**config.mk**
```make
export PLATFORM = sky130hd
export DESIGN_NAME = artec_dma_arb_wrr
export DESIGN_NICKNAME = d
export VERILOG_FILES = /design/src/rtl/artec_dma_pkg.sv /design/src/rtl/artec_dma_rr_pick.sv /design/src/rtl/artec_dma_arb_wrr.sv
export SDC_FILE = /design/constraint.sdc
export NUM_CORES = 1
export LEC_CHECK = 0
export BUFFER_PORTS_ARGS = -buffer_cell sky130_fd_sc_hd__buf_2
export CAP_MARGIN = 20
export CORE_MARGIN = 2
export CORE_UTILIZATION = 44
export CTS_CLUSTER_SIZE = 14
export DETAILED_ROUTE_END_ITERATION = 7
export PLACE_DENSITY = 0.87
export SLEW_MARGIN = 25
export SYNTH_ARGS = -nofsm -noshare
export SYNTH_HDL_FRONTEND = slang
export SYNTH_SLANG_ARGS = --single-unit
```
**constraint.sdc**
```tcl
create_clock -name clk -period 2.94 [get_ports clk]
set_clock_uncertainty 0.1 [all_clocks]
set_input_delay 0.588 -clock clk [delete_from_list [all_inputs] [get_ports clk]]
set_output_delay 0.588 -clock clk [all_outputs]
set_load 0.02 [all_outputs]
```
**src/rtl/artec_dma_pkg.sv**
```systemverilog
// Shared types and defaults for the DMA weighted round-robin arbiter.
// Latency: n/a (types and constants only).
// Backpressure: n/a.
//
// Contents: arbiter FSM state enum, default parameter values, the
// channel-indexed weight/level vector typedefs sized from the defaults,
// and a wrap-around index helper.
package artec_dma_pkg;

    localparam int DEF_NUM_CH   = 4;
    localparam int DEF_REQ_W    = 16;
    localparam int DEF_WEIGHT_W = 4;
    localparam int DEF_AGE_W    = 8;

    typedef enum logic [1:0] {
        ST_IDLE  = 2'd0,
        ST_GRANT = 2'd1,
        ST_BUSY  = 2'd2
    } arb_state_e;

    // Per-channel weight vector and per-channel level/threshold vector.
    typedef logic [DEF_NUM_CH-1:0][DEF_WEIGHT_W-1:0] weight_vec_t;
    typedef logic [DEF_NUM_CH-1:0][DEF_REQ_W-1:0]    level_vec_t;

    // Next index after idx in a ring of n entries.
    function automatic int next_idx(input int idx, input int n);
        return (idx + 1 >= n) ? 0 : idx + 1;
    endfunction

endpackage

```
**src/rtl/artec_dma_rr_pick.sv**
```systemverilog
// Masked find-first starting at start_i and wrapping around N entries.
// Latency: purely combinational.
// Backpressure: none (no state).
//
// Ports: mask_i  - candidate set
//        start_i - first index examined (search order start_i, start_i+1, ... wrapping)
//        idx_o   - first set index in search order (0 when none)
//        found_o - at least one mask bit set
module artec_dma_rr_pick #(
    parameter int  N  = 4,
    localparam int IW = $clog2(N)
) (
    input  logic [N-1:0]  mask_i,
    input  logic [IW-1:0] start_i,
    output logic [IW-1:0] idx_o,
    output logic          found_o
);

    // One extra bit so start + offset never overflows before the wrap.
    logic [IW:0] pos;

    always_comb begin
        idx_o   = '0;
        found_o = 1'b0;
        pos     = '0;
        for (int i = 0; i < N; i++) begin
            pos = {1'b0, start_i} + (IW+1)'(i);
            if (pos >= (IW+1)'(N)) begin
                pos = pos - (IW+1)'(N);
            end
            if (!found_o && mask_i[pos[IW-1:0]]) begin
                found_o = 1'b1;
                idx_o   = pos[IW-1:0];
            end
        end
    end

endmodule

```
**src/rtl/artec_dma_arb_wrr.sv**
```systemverilog
// Weighted round-robin DMA channel arbiter with a threshold/starvation high class.
// Latency: eligible request in cycle N gives grant_valid_o in cycle N+1.
// Backpressure: grant held stable until grant_ready_i; arbiter then waits for done_i.
//
// Ports: clk, rstn (async active-low), clear (sync clear of all state)
//        req_i/ch_en_i/weight_i/prio_thr_i/age_thr_i - per-channel request configuration
//        grant_o/grant_valid_o/grant_prio_o, grant_ready_i - grant handshake
//        done_i - granted transfer finished
// Build option: define ARTEC_DMA_ARB_STARVE_EN to add per-channel age counters that
// promote starved channels into the high class once age reaches age_thr_i.
module artec_dma_arb_wrr
    import artec_dma_pkg::*;
#(
    parameter int  NUM_CH   = DEF_NUM_CH,
    parameter int  REQ_W    = DEF_REQ_W,
    parameter int  WEIGHT_W = DEF_WEIGHT_W,
    parameter int  AGE_W    = DEF_AGE_W,
    localparam int IDX_W    = $clog2(NUM_CH)
) (
    input  logic                             clk,
    input  logic                             rstn,
    input  logic                             clear,
    input  logic [NUM_CH-1:0][REQ_W-1:0]     req_i,
    input  logic [NUM_CH-1:0]                ch_en_i,
    input  logic [NUM_CH-1:0][WEIGHT_W-1:0]  weight_i,
    input  logic [NUM_CH-1:0][REQ_W-1:0]     prio_thr_i,
    input  logic [AGE_W-1:0]                 age_thr_i,
    output logic [IDX_W-1:0]                 grant_o,
    output logic                             grant_valid_o,
    output logic                             grant_prio_o,
    input  logic                             grant_ready_i,
    input  logic                             done_i
);

    localparam logic [IDX_W-1:0] PTR_RST = IDX_W'(NUM_CH - 1);

    arb_state_e                          state_q, state_d;
    logic [IDX_W-1:0]                    grant_q, grant_d;
    logic                                prio_q, prio_d;
    logic [IDX_W-1:0]                    ptr_q, ptr_d;
    logic [NUM_CH-1:0][WEIGHT_W-1:0]     credit_q, credit_d;
`ifdef ARTEC_DMA_ARB_STARVE_EN
    logic [NUM_CH-1:0][AGE_W-1:0]        age_q, age_d;
`else
    logic                                unused_age_thr;
    assign unused_age_thr = ^age_thr_i;
`endif

    logic [NUM_CH-1:0] elig_c;
    logic [NUM_CH-1:0] high_c;
    logic [IDX_W-1:0]  start_c;
    logic [IDX_W-1:0]  high_idx, elig_idx;
    logic              high_found, elig_found;
    logic [IDX_W-1:0]  win_idx;
    logic              win_prio;

    // Eligibility and high-class membership from the live inputs.
    always_comb begin
        elig_c = '0;
        high_c = '0;
        for (int i = 0; i < NUM_CH; i++) begin
            elig_c[i] = ch_en_i[i] && (req_i[i] != '0);
            high_c[i] = elig_c[i] && (prio_thr_i[i] != '0) && (req_i[i] >= prio_thr_i[i]);
`ifdef ARTEC_DMA_ARB_STARVE_EN
            if (elig_c[i] && (age_thr_i != '0) && (age_q[i] >= age_thr_i)) begin
                high_c[i] = 1'b1;
            end
`endif
        end
    end

    // Both searches begin just after the pointer, so the pointer channel is examined last.
    assign start_c = (ptr_q == PTR_RST) ? '0 : ptr_q + 1'b1;

    artec_dma_rr_pick #(.N(NUM_CH)) u_pick_high (
        .mask_i  (high_c),
        .start_i (start_c),
        .idx_o   (high_idx),
        .found_o (high_found)
    );

    artec_dma_rr_pick #(.N(NUM_CH)) u_pick_elig (
        .mask_i  (elig_c),
        .start_i (start_c),
        .idx_o   (elig_idx),
        .found_o (elig_found)
    );

    // High class ignores credits; otherwise the pointer channel keeps its turn
    // while it still holds credit.
    always_comb begin
        win_prio = 1'b0;
        win_idx  = elig_idx;
        if (high_found) begin
            win_prio = 1'b1;
            win_idx  = high_idx;
        end else if (elig_c[ptr_q] && (credit_q[ptr_q] != '0)) begin
            win_idx  = ptr_q;
        end
    end

    // Credit bookkeeping for the channel currently granted. A zero credit means
    // the channel starts a fresh turn and loads max(weight,1)-1.
    logic [WEIGHT_W-1:0] w_eff, cur_credit, new_credit;

    always_comb begin
        cur_credit = credit_q[grant_q];
        w_eff      = (weight_i[grant_q] == '0) ? WEIGHT_W'(1) : weight_i[grant_q];
        new_credit = (cur_credit != '0) ? cur_credit - 1'b1 : w_eff - 1'b1;
    end

    always_comb begin
        state_d  = state_q;
        grant_d  = grant_q;
        prio_d   = prio_q;
        ptr_d    = ptr_q;
        credit_d = credit_q;
`ifdef ARTEC_DMA_ARB_STARVE_EN
        age_d    = age_q;
`endif
        case (state_q)
            ST_IDLE: begin
                if (elig_found) begin
                    state_d = ST_GRANT;
                    grant_d = win_idx;
                    prio_d  = win_prio;
                end
            end
            ST_GRANT: begin
                if (grant_ready_i) begin
                    state_d           = done_i ? ST_IDLE : ST_BUSY;
                    credit_d[grant_q] = new_credit;
                    // Turn exhausted, or a high-class grant: rotate past this channel.
                    if ((new_credit == '0) || prio_q) begin
                        ptr_d = grant_q;
                    end
`ifdef ARTEC_DMA_ARB_STARVE_EN
                    for (int i = 0; i < NUM_CH; i++) begin
                        if (IDX_W'(i) == grant_q) begin
                            age_d[i] = '0;
                        end else if (elig_c[i] && (age_q[i] != '1)) begin
                            age_d[i] = age_q[i] + 1'b1;
                        end
                    end
`endif
                end
            end
            ST_BUSY: begin
                if (done_i) begin
                    state_d = ST_IDLE;
                end
            end
            default: state_d = ST_IDLE;
        endcase

        if (clear) begin
            state_d  = ST_IDLE;
            grant_d  = '0;
            prio_d   = 1'b0;
            ptr_d    = PTR_RST;
            credit_d = '0;
`ifdef ARTEC_DMA_ARB_STARVE_EN
            age_d    = '0;
`endif
        end
    end

    always_ff @(posedge clk or negedge rstn) begin
        if (!rstn) begin
            state_q  <= ST_IDLE;
            grant_q  <= '0;
            prio_q   <= 1'b0;
            ptr_q    <= PTR_RST;
            credit_q <= '0;
`ifdef ARTEC_DMA_ARB_STARVE_EN
            age_q    <= '0;
`endif
        end else begin
            state_q  <= state_d;
            grant_q  <= grant_d;
            prio_q   <= prio_d;
            ptr_q    <= ptr_d;
            credit_q <= credit_d;
`ifdef ARTEC_DMA_ARB_STARVE_EN
            age_q    <= age_d;
`endif
        end
    end

    assign grant_o       = grant_q;
    assign grant_prio_o  = prio_q;
    assign grant_valid_o = (state_q == ST_GRANT);

endmodule
```
==> results.yml, run 1 <==
finish:
  layout-drive-gt1-share: 0.369
  seq_area_um2: 579
  n_antenna_cell: 0
  area_delta_synth_final_pct: 33.8
  final_common_cell: "buf_2"
  final_cell_mix: "buf_2, inv_1, ha_1"
  multi_input_area_mm2: 0.00274
  fin_nets: 847
  fillers: 662
yosys:
  async_reset_ff_frac: 1.00
  synth-main-ff-cell: "dfrtp_1"
  yosysTopAreaCell: "ha_1"
  syn_area_mm2: 0.00358
  synthMuxAreaShare: 0.0727
  synth_warnings: 0
  yosys.area_share.xor_xnor: 0.00245
  synth_cell_types: 70
  synthTopCellsByArea: "ha_1, dfrtp_1, inv_1"
  syn_inst: 434
  syn_nets: 662
  ys_seq_elements: 23
  synth_fa_ha_area_frac: 0.234
  ys_seq_area_frac: 0.161
  synth_simple_gate_area_frac: 0.238
  synth_top_area_frac: 0.234
  synth_top_family_by_area: "simple AND/OR/NAND/NOR gates"
  synth_edf_count: 0
  syn_avg_cell_area_um2: 8.25
  synth-compound-area-share: 0.200
sta:
  worst_slack_ps: 95.1
  finalCriticalPeriod_ps: 2840
  hold_viol_final: 0
  fin_crit_sh: 0.968
  max_slew_margin: 0.507
  setup_viol: 0
  worst_slew_pin_slew_ps: 735
  maxSlewViolCount: 0
  tns_ps: 0
  fmax_mhz: 352
clock_network:
  htreeDepth: 1
  cts_tree: "done"
  hold_buffers: 0
  cts_sinks: 23
  numCtsBuffers: 3
  cts-root-buf: "clkbuf_8"
  clk_pin_slew_worst_paths_ps: 90
  clockBufferDepth: 2
  clock_latency_ps: 270
global_routing:
  grt_pass1_wl_um: 16900
  grt_pass1_vias: 4060
  grt_max_degree: 27
  grt_overflow: 0
  grtUsageTotal: 0.231
  antenna_found_initial: 0
routing:
  drt_iter0_drc: 241
  via_per_inst: 5.64
  dr.pass1.iters: 4
  wire_per_inst_um: 14.7
  totalWireLength_um: 10600
  route.detailed.drc: 0
  vias: 4062
  ant_nets: 0
setup_path:
  slowest_stage: "or4_1"
  critical_path.top_delay_family: "simple AND/OR/NAND/NOR gates"
  endpoint_kind: "flip-flop"
  critPathKind: "primary input to flip-flop"
  arrival_ps: 2920
  crit_path_cell_trace: "buf_2, inv_1, ha_4, nand4_1, or4_1, or4_4, a31oi_4, nand2_2, nor3_4, nor3b_1, a31o_1"
  cp.required_ps: 3010
  worstSetupStartpointType: "primary input"
  critPathBufInv: 2
  critical-path-max-stage-delay_ps: 540
  crit_fanout: 5
floorplanning:
  die_w_um: 94.2
  initial_core_util: 0.458
  core_mm2: 0.00781
  io_pins: 165
  rows: 32
  die_y_um: 94.2
  dieArea_mm2: 0.00887
pwr:
  power.density_mw_per_mm2: 284
  max-vdd-ir-drop_mv: 0.151
  p_leak_nw: 2.54
run:
  max_cap_viol_count: 0
place:
  pre_cts_slack_ps: -218
  portBuffers: 156
  hpwlAfterDp_um: 9050
  place_congestion: 0.891
status:
  status: "finished, final reports clean"
hold_path:
  holdCritPathClass: "primary input to asynchronous set/reset pin"
## cell type report
class,count,share of cell area
multi-input cells,331,0.572
well taps,102,0.0267
flip-flops and latches,23,0.121
inverters,72,0.0564
clock inverters,1,0.00157
repair buffers,188,0.214
clock buffers,3,0.00862
## kinds of logic after synthesis
family	count (synthesis)
AOI/OAI and AO/OA	97
xor gates and xnor gates	1
adders and majority gates	67
buffers and inverters	80
DFF	23
muxes	16
and+or+nand+nor	150
## routing by layer
| layer | up-vias | wire [um] | global-route usage |
|---|---|---|---|
| li1 | 1988 | - | - |
| met1 | 1852 | 4190 | 0.262 |
| met2 | 185 | 5380 | 0.445 |
| met3 | 37 | 732 | 0.0313 |
| met4 | 0 | 252 | 0.0664 |
| met5 | - | 0 | 0 |
## worst reg2reg max path, stage by stage, from the launching register on
cell	delay, ps
dfrtp_2	470
mux4_2	570
nor4_4	370
o21a_1	220
nor2_4	40
buf_4	150
inv_2	50
ha_1	150
nand2_2	70
o31ai_4	360
nor3_1	90
a21oi_1	130
## power by group
group	switching (mW)	total [mW]	internal (mW)
sequential	0.0272	0.365	0.338
combinational	0.417	0.791	0.373
clock	0.109	0.205	0.0962
## repair_timing
| item | in CTS | in global routing |
|---|---|---|
| pin swaps | 0 | 2 |
| endpoints found under the setup margin | 2 | 4 |
| cloned | 0 | 0 |
| buffers inserted | 0 | 1 |
| resized for setup | 2 | 7 |
## flip-flops by register name (all words and copies together), names as in the netlist
signal,cells
grant_o,2
credit_q,16
grant_prio_o,1
state_q,2
ptr_q,2
## worst paths after layout
| check | slack (ps) | to | depth (start not counted) | from |
|---|---|---|---|---|
| max | 100 | grant_o[0] | 11 | prio_thr_i[13] |
| min | 160 | credit_q[4] | 1 | rstn |
| max reg2reg | 100 | ptr_q[1] | 11 | grant_o[0] |
| min reg2reg | 470 | credit_q[7] | 2 | credit_q[7] |
| max in group asynchronous | 2220 | ptr_q[0] | 1 | rstn |
| min in group clk | 360 | state_q[1] | 2 | done_i |
## through the flow
| step | cell area [um2] | util | instances | hold slack (ps) | total power, mW |
|---|---|---|---|---|---|
| 2_1_floorplan | 3580 | - | 434 | 192 | 0.799 |
| 3_3_place_gp | 4670 | 0.598 | 715 | 430 | 1.08 |
| 3_5_place_dp | 4670 | 0.598 | 715 | 447 | 1.12 |
| 4_1_cts | 4730 | 0.606 | 719 | 182 | 1.33 |
| 5_1_grt | 4790 | 0.613 | 720 | 200 | 1.46 |
| 6_report | 4790 | 0.613 | 720 | 161 | 1.36 |
## cell usage after synthesis (all sizes together), types with 2 or more instances
master    n
or3       2
o311a     2
nor3b     3
a21oi    36
a31oi     5
a41oi     3
o211ai    5
and4      3
buf       6
nand4    10
ha       67
a21o      6
nand2b    4
dfstp     2
a2111oi   3
clkbuf    2
o21ai    10
nor3      9
nor4     31
and2      2
mux4      8
or2       3
a211oi    5
o41ai     2
nor2     37
dfrtp    21
nor2b     4
o21a      4
o31ai     2
mux2i     8
inv      71
nand2    21
or4       9
nand3    10
No activity file was read; power rests on OpenSTA's default activity.
==> inputs of run 2 (changes only) <==
- CORE_ASPECT_RATIO: not set -> 0.8
==> results.yml, run 2 (synthesis gave the netlist of run 1 again) <==
routing:
  drt_iter0_drc: 273
  wire_per_inst_um: 15.3
  dr.pass1.iters: 4
  route.detailed.drc: 0
  ant_nets: 0
  totalWireLength_um: 11300
  via_per_inst: 5.63
  vias: 4173
sta:
  worst_slew_pin_slew_ps: 837
  max_slew_margin: 0.438
  rsz0062_at_grt: "yes"
  setup_viol: 1
  worst_slack_ps: -2.47
  finalCriticalPeriod_ps: 2940
  hold_viol_final: 0
  whs_ps: 175
  fmax_mhz: 340
  maxSlewViolCount: 0
  fin_crit_sh: 1.00
place:
  place_congestion: 0.948
  hpwlAfterDp_um: 9350
  pre_cts_slack_ps: -200
  portBuffers: 156
  post-place-cells: 722
  placed_area_mm2: 0.00469
pwr:
  switchingPower_mw: 0.596
  max-vdd-ir-drop_mv: 0.266
  power_frac_comb: 0.618
  power.density_mw_per_mm2: 297
  total_power_mw: 1.48
  p_int_mw: 0.881
  clkPwrFrac: 0.135
  swShare: 0.403
  p_seq_frac: 0.246
  p_leak_nw: 2.62
global_routing:
  antenna_found_initial: 0
  grt_max_degree: 27
  grt_pass1_vias: 4266
  grt_pass1_wl_um: 18400
  grt_overflow: 0
  grtUsageTotal: 0.245
setup_path:
  arrival_ps: 3040
  critPathKind: "flip-flop to flip-flop"
  cp.required_ps: 3040
  worstSetupStartpointType: "flip-flop"
  endpoint_kind: "flip-flop"
  crit_fanout: 6
clock_network:
  cts-root-buf: "clkbuf_8"
  cts_sinks: 23
  clockBufferDepth: 2
  htreeDepth: 1
  hold_buffers: 0
  numCtsBuffers: 3
  clk_pin_slew_worst_paths_ps: 80
  clock_latency_ps: 270
  cts_tree: "done"
floorplanning:
  core_mm2: 0.00791
  die_y_um: 84.7
  die_w_um: 105
  dieArea_mm2: 0.00888
  initial_core_util: 0.453
  rows: 29
  io_pins: 165
finish:
  largest_reg_flops: 16
  instances_no_fill: 741
  final_cell_mix: "buf_2, inv_1, ha_1"
  n_antenna_cell: 0
  final_area_mm2: 0.00497
  final_common_cell: "buf_2"
  layout-drive-gt1-share: 0.395
  area_delta_synth_final_pct: 38.9
  largest_register: "credit_q"
  fin_nets: 862
hold_path:
  holdCritPathClass: "primary input to asynchronous set/reset pin"
status:
  violations: "negative setup slack"
  status: "finished, violations left"
run:
  max_cap_viol_count: 0
[run 2: layout make-up]
type / instances / area [um2]
Clock buffer: 3 / 41.3
Clock inverter: 1 / 5.00
Fill cell: 664 / 2940
Inverter: 72 / 273
Multi-Input combinational cell: 331 / 2800
Sequential cell: 23 / 579
Tap cell: 108 / 135
Timing Repair Buffer: 203 / 1140
[run 2: critical path, stage by stage (launching register included)]
cell	delay (ps)
dfrtp_2	440
buf_6	140
mux4_2	550
nor4_4	370
o21a_1	220
nor2_4	50
ha_2	180
xnor2_1	120
buf_4	170
o31ai_4	280
nor3_2	100
a21oi_1	160
[run 2: per-layer routing]
layer / global-route usage / part of all wire / vias up
met1: 0.290 / 0.41 / 1923
met2: 0.471 / 0.51 / 205
li1: - / - / 2015
met3: 0.0256 / 0.062 / 30
met5: 0 / 0 / -
met4: 0.0594 / 0.019 / 0
[run 2: final timing paths]
path,startpoint,cells past startpoint,slack (ps),endpoint
min,rstn,1,180,credit_q[5]
min reg2reg,credit_q[11],2,470,credit_q[11]
min in group clk,done_i,2,360,state_q[1]
max reg2reg,grant_o[0],11,-2,ptr_q[0]
max in group asynchronous,rstn,1,2190,grant_o[0]
max,grant_o[0],11,-2,ptr_q[0]
[run 2: repair_timing]
item	4_1_cts	5_1_grt
endpoints found under the hold margin	0	0
gates cloned	0	0
pin swaps	0	10
buffers inserted	0	15
endpoints found under the setup margin	2	4
resized for setup	3	18
[run 2: power by group through the flow]
stage	combinational [mW]	sequential (mW)	clock [mW]
finish	0.913	0.364	0.200
global route	0.997	0.366	0.211
CTS	0.777	0.363	0.202
detailed placement	0.760	0.368	0
global placement	0.722	0.366	0
floorplan	0.434	0.365	0
[run 2: metrics by stage]
| stage | setup TNS, ps | utilization |
|---|---|---|
| floorplan | 0 | - |
| global placement | -305 | 0.592 |
| detailed placement | -800 | 0.592 |
| CTS | 0 | 0.601 |
| global route | -281 | 0.629 |
| finish | -2.47 | 0.629 |
==> inputs of run 3 (changes only) <==
- ABC_AREA: not set -> 1
- CORE_UTILIZATION: 44 -> 45
==> results.yml, run 3 <==
global_routing:
  grtUsageTotal: 0.222
  antenna_found_initial: 0
  grt_pass1_wl_um: 17700
  grt_max_degree: 24
  grt_overflow: 0
  grt_pass1_vias: 4273
sta:
  hold_viol_final: 0
  setup_viol: 0
  worst_slew_pin_slew_ps: 532
  tns_ps: 0
  whs_ps: 189
  fmax_mhz: 373
  finalCriticalPeriod_ps: 2680
  rsz0062_at_grt: "no"
  max_slew_margin: 0.646
  fin_crit_sh: 0.911
  maxSlewViolCount: 0
routing:
  wire_per_inst_um: 11.3
  ant_nets: 0
  dr.pass1.iters: 5
  via_per_inst: 4.97
  vias: 4738
  route.detailed.drc: 0
  drt_iter0_drc: 267
  totalWireLength_um: 10700
finish:
  area_delta_synth_final_pct: 24.4
  largest_register: "credit_q"
  final_cell_mix: "nand2_1, buf_2, inv_1"
  instances_no_fill: 953
  n_antenna_cell: 0
  post-route-util: 0.580
  fin_nets: 1070
  largest_reg_flops: 16
  final_common_cell: "nand2_1"
  layout-drive-gt1-share: 0.219
yosys:
  synth-main-ff-cell: "dfrtp_1"
  syn_avg_cell_area_um2: 5.86
  synth_cell_types: 34
  synth_edf_count: 0
  synth_top_area_frac: 0.210
  yosysMostFrequentCell: "nand2_1"
  synthTopCellsByArea: "ha_1, nand2_1, dfrtp_1"
  yosysTopAreaCell: "ha_1"
  ys_seq_area_frac: 0.145
  syn_nets: 909
  async_reset_ff_frac: 1.00
  synth_common_cells: "nand2_1, inv_1, nor2_1"
  synth_warnings: 0
  syn_inst: 681
  ys_seq_elements: 23
  syn_area_mm2: 0.00399
pwr:
  clkPwrFrac: 0.088
  p_leak_nw: 3.02
  p_seq_frac: 0.192
  power.density_mw_per_mm2: 455
  swShare: 0.534
  switchingPower_mw: 1.20
  p_int_mw: 1.05
  power_frac_comb: 0.720
  max-vdd-ir-drop_mv: 0.335
setup_path:
  arrival_ps: 2790
  cp-startpoint: "grant_o[1]"
  critPathKind: "flip-flop to flip-flop"
  r2r_start: "grant_o[1]"
  endpoint_kind: "flip-flop"
  cp.required_ps: 3050
  crit_fanout: 7
  worstSetupStartpointType: "flip-flop"
floorplanning:
  core_mm2: 0.00856
  rows: 30
  initial_core_util: 0.466
  die_y_um: 88.2
  io_pins: 165
  dieArea_mm2: 0.00964
  die_w_um: 109
clock_network:
  numCtsBuffers: 3
  cts_resized: 0
  htreeDepth: 1
  cts-root-buf: "clkbuf_8"
  hold_buffers: 0
  cts_tree: "done"
  clockBufferDepth: 2
  clk_pin_slew_worst_paths_ps: 80
  cts_sinks: 23
  post_cts_buffers: 0
  clock_latency_ps: 270
run:
  max_cap_viol_count: 0
place:
  hpwlAfterDp_um: 9400
  place_congestion: 0.988
  post-place-cells: 949
  portBuffers: 156
status:
  status: "finished, final reports clean"
hold_path:
  holdCritPathClass: "primary input to asynchronous set/reset pin"
-- run 3: changes by cell type after synthesis, moves of 16 or more --
cell	before	now
inv_1	70	128
nand2_1	20	178
o22ai_1	1	17
nor2_1	35	91
nand3_1	10	53
nor4_1	30	4
-- run 3: kinds of logic (layout without fill, tap and decap cells) --
kind of cell    count (synthesis)  in the layout  share of synthesized area
flops                          23             23                      0.145
buf+inv                       138            298                      0.130
compound gates                 80             80                      0.119
fa+ha+maj                      67             67                      0.210
simple gates                  373            373                      0.396
-- run 3: metal layers --
metal	wire, um	share of wire	track usage	vias to the layer above
li1	-	-	-	2522
met1	5100	0.48	0.299	2026
met2	4760	0.44	0.387	180
met3	771	0.072	0.0287	10
met4	106	0.0099	0.0380	0
met5	0	0	0	-
-- run 3: critical path, cell delays in order, from the launching register on --
cell     delay (ps)
dfrtp_1         550
inv_2            70
nand2_1         130
nor2_1           60
a21oi_1         170
nand3_1         160
nor2_2          160
nand2_1         100
inv_2            60
a21oi_2          60
inv_1           190
ha_1            190
inv_1            40
nor2_1          140
nand2_1          90
nand2_1          80
nand2_2          70
nand2_2          90
nand2_1          60
nand2_1          60
-- run 3: area by class of cell --
cell class / count / area, um2
flip-flops and latches: 23 / 578
multi-input cells: 520 / 2890
repair buffers: 158 / 796
clock buffers: 3 / 41.3
fillers: 844 / 3600
inverters: 136 / 510
clock inverters: 1 / 5.00
well taps: 112 / 140
-- run 3: power by group through the flow --
stage	sequential [mW]	combinational [mW]	clock, mW
final	0.434	1.62	0.198
after global routing	0.443	1.86	0.216
after CTS	0.433	1.61	0.199
after detailed placement	0.438	1.60	0
after global placement	0.437	1.56	0
after floorplan	0.438	1.13	0
-- run 3: stage by stage --
stage                     setup slack (ps)  cell area (um2)  total power, mW
final                                  262             4960             2.26
after global routing                  52.7             4960             2.52
after CTS                              336             4960             2.24
after detailed placement               390             4920             2.04
after global placement                 433             4920             2.00
after floorplan                        702             3990             1.57
-- run 3: final timing paths --
check,end,depth (start not counted),slack (ps)
worst max-delay path,ptr_q[1],19,260
worst min-delay path,credit_q[12],1,190
worst max register to register,ptr_q[1],19,260
worst min register to register,ptr_q[1],2,420
max in group asynchronous,ptr_q[0],1,2180
min in group clk,ptr_q[1],2,420
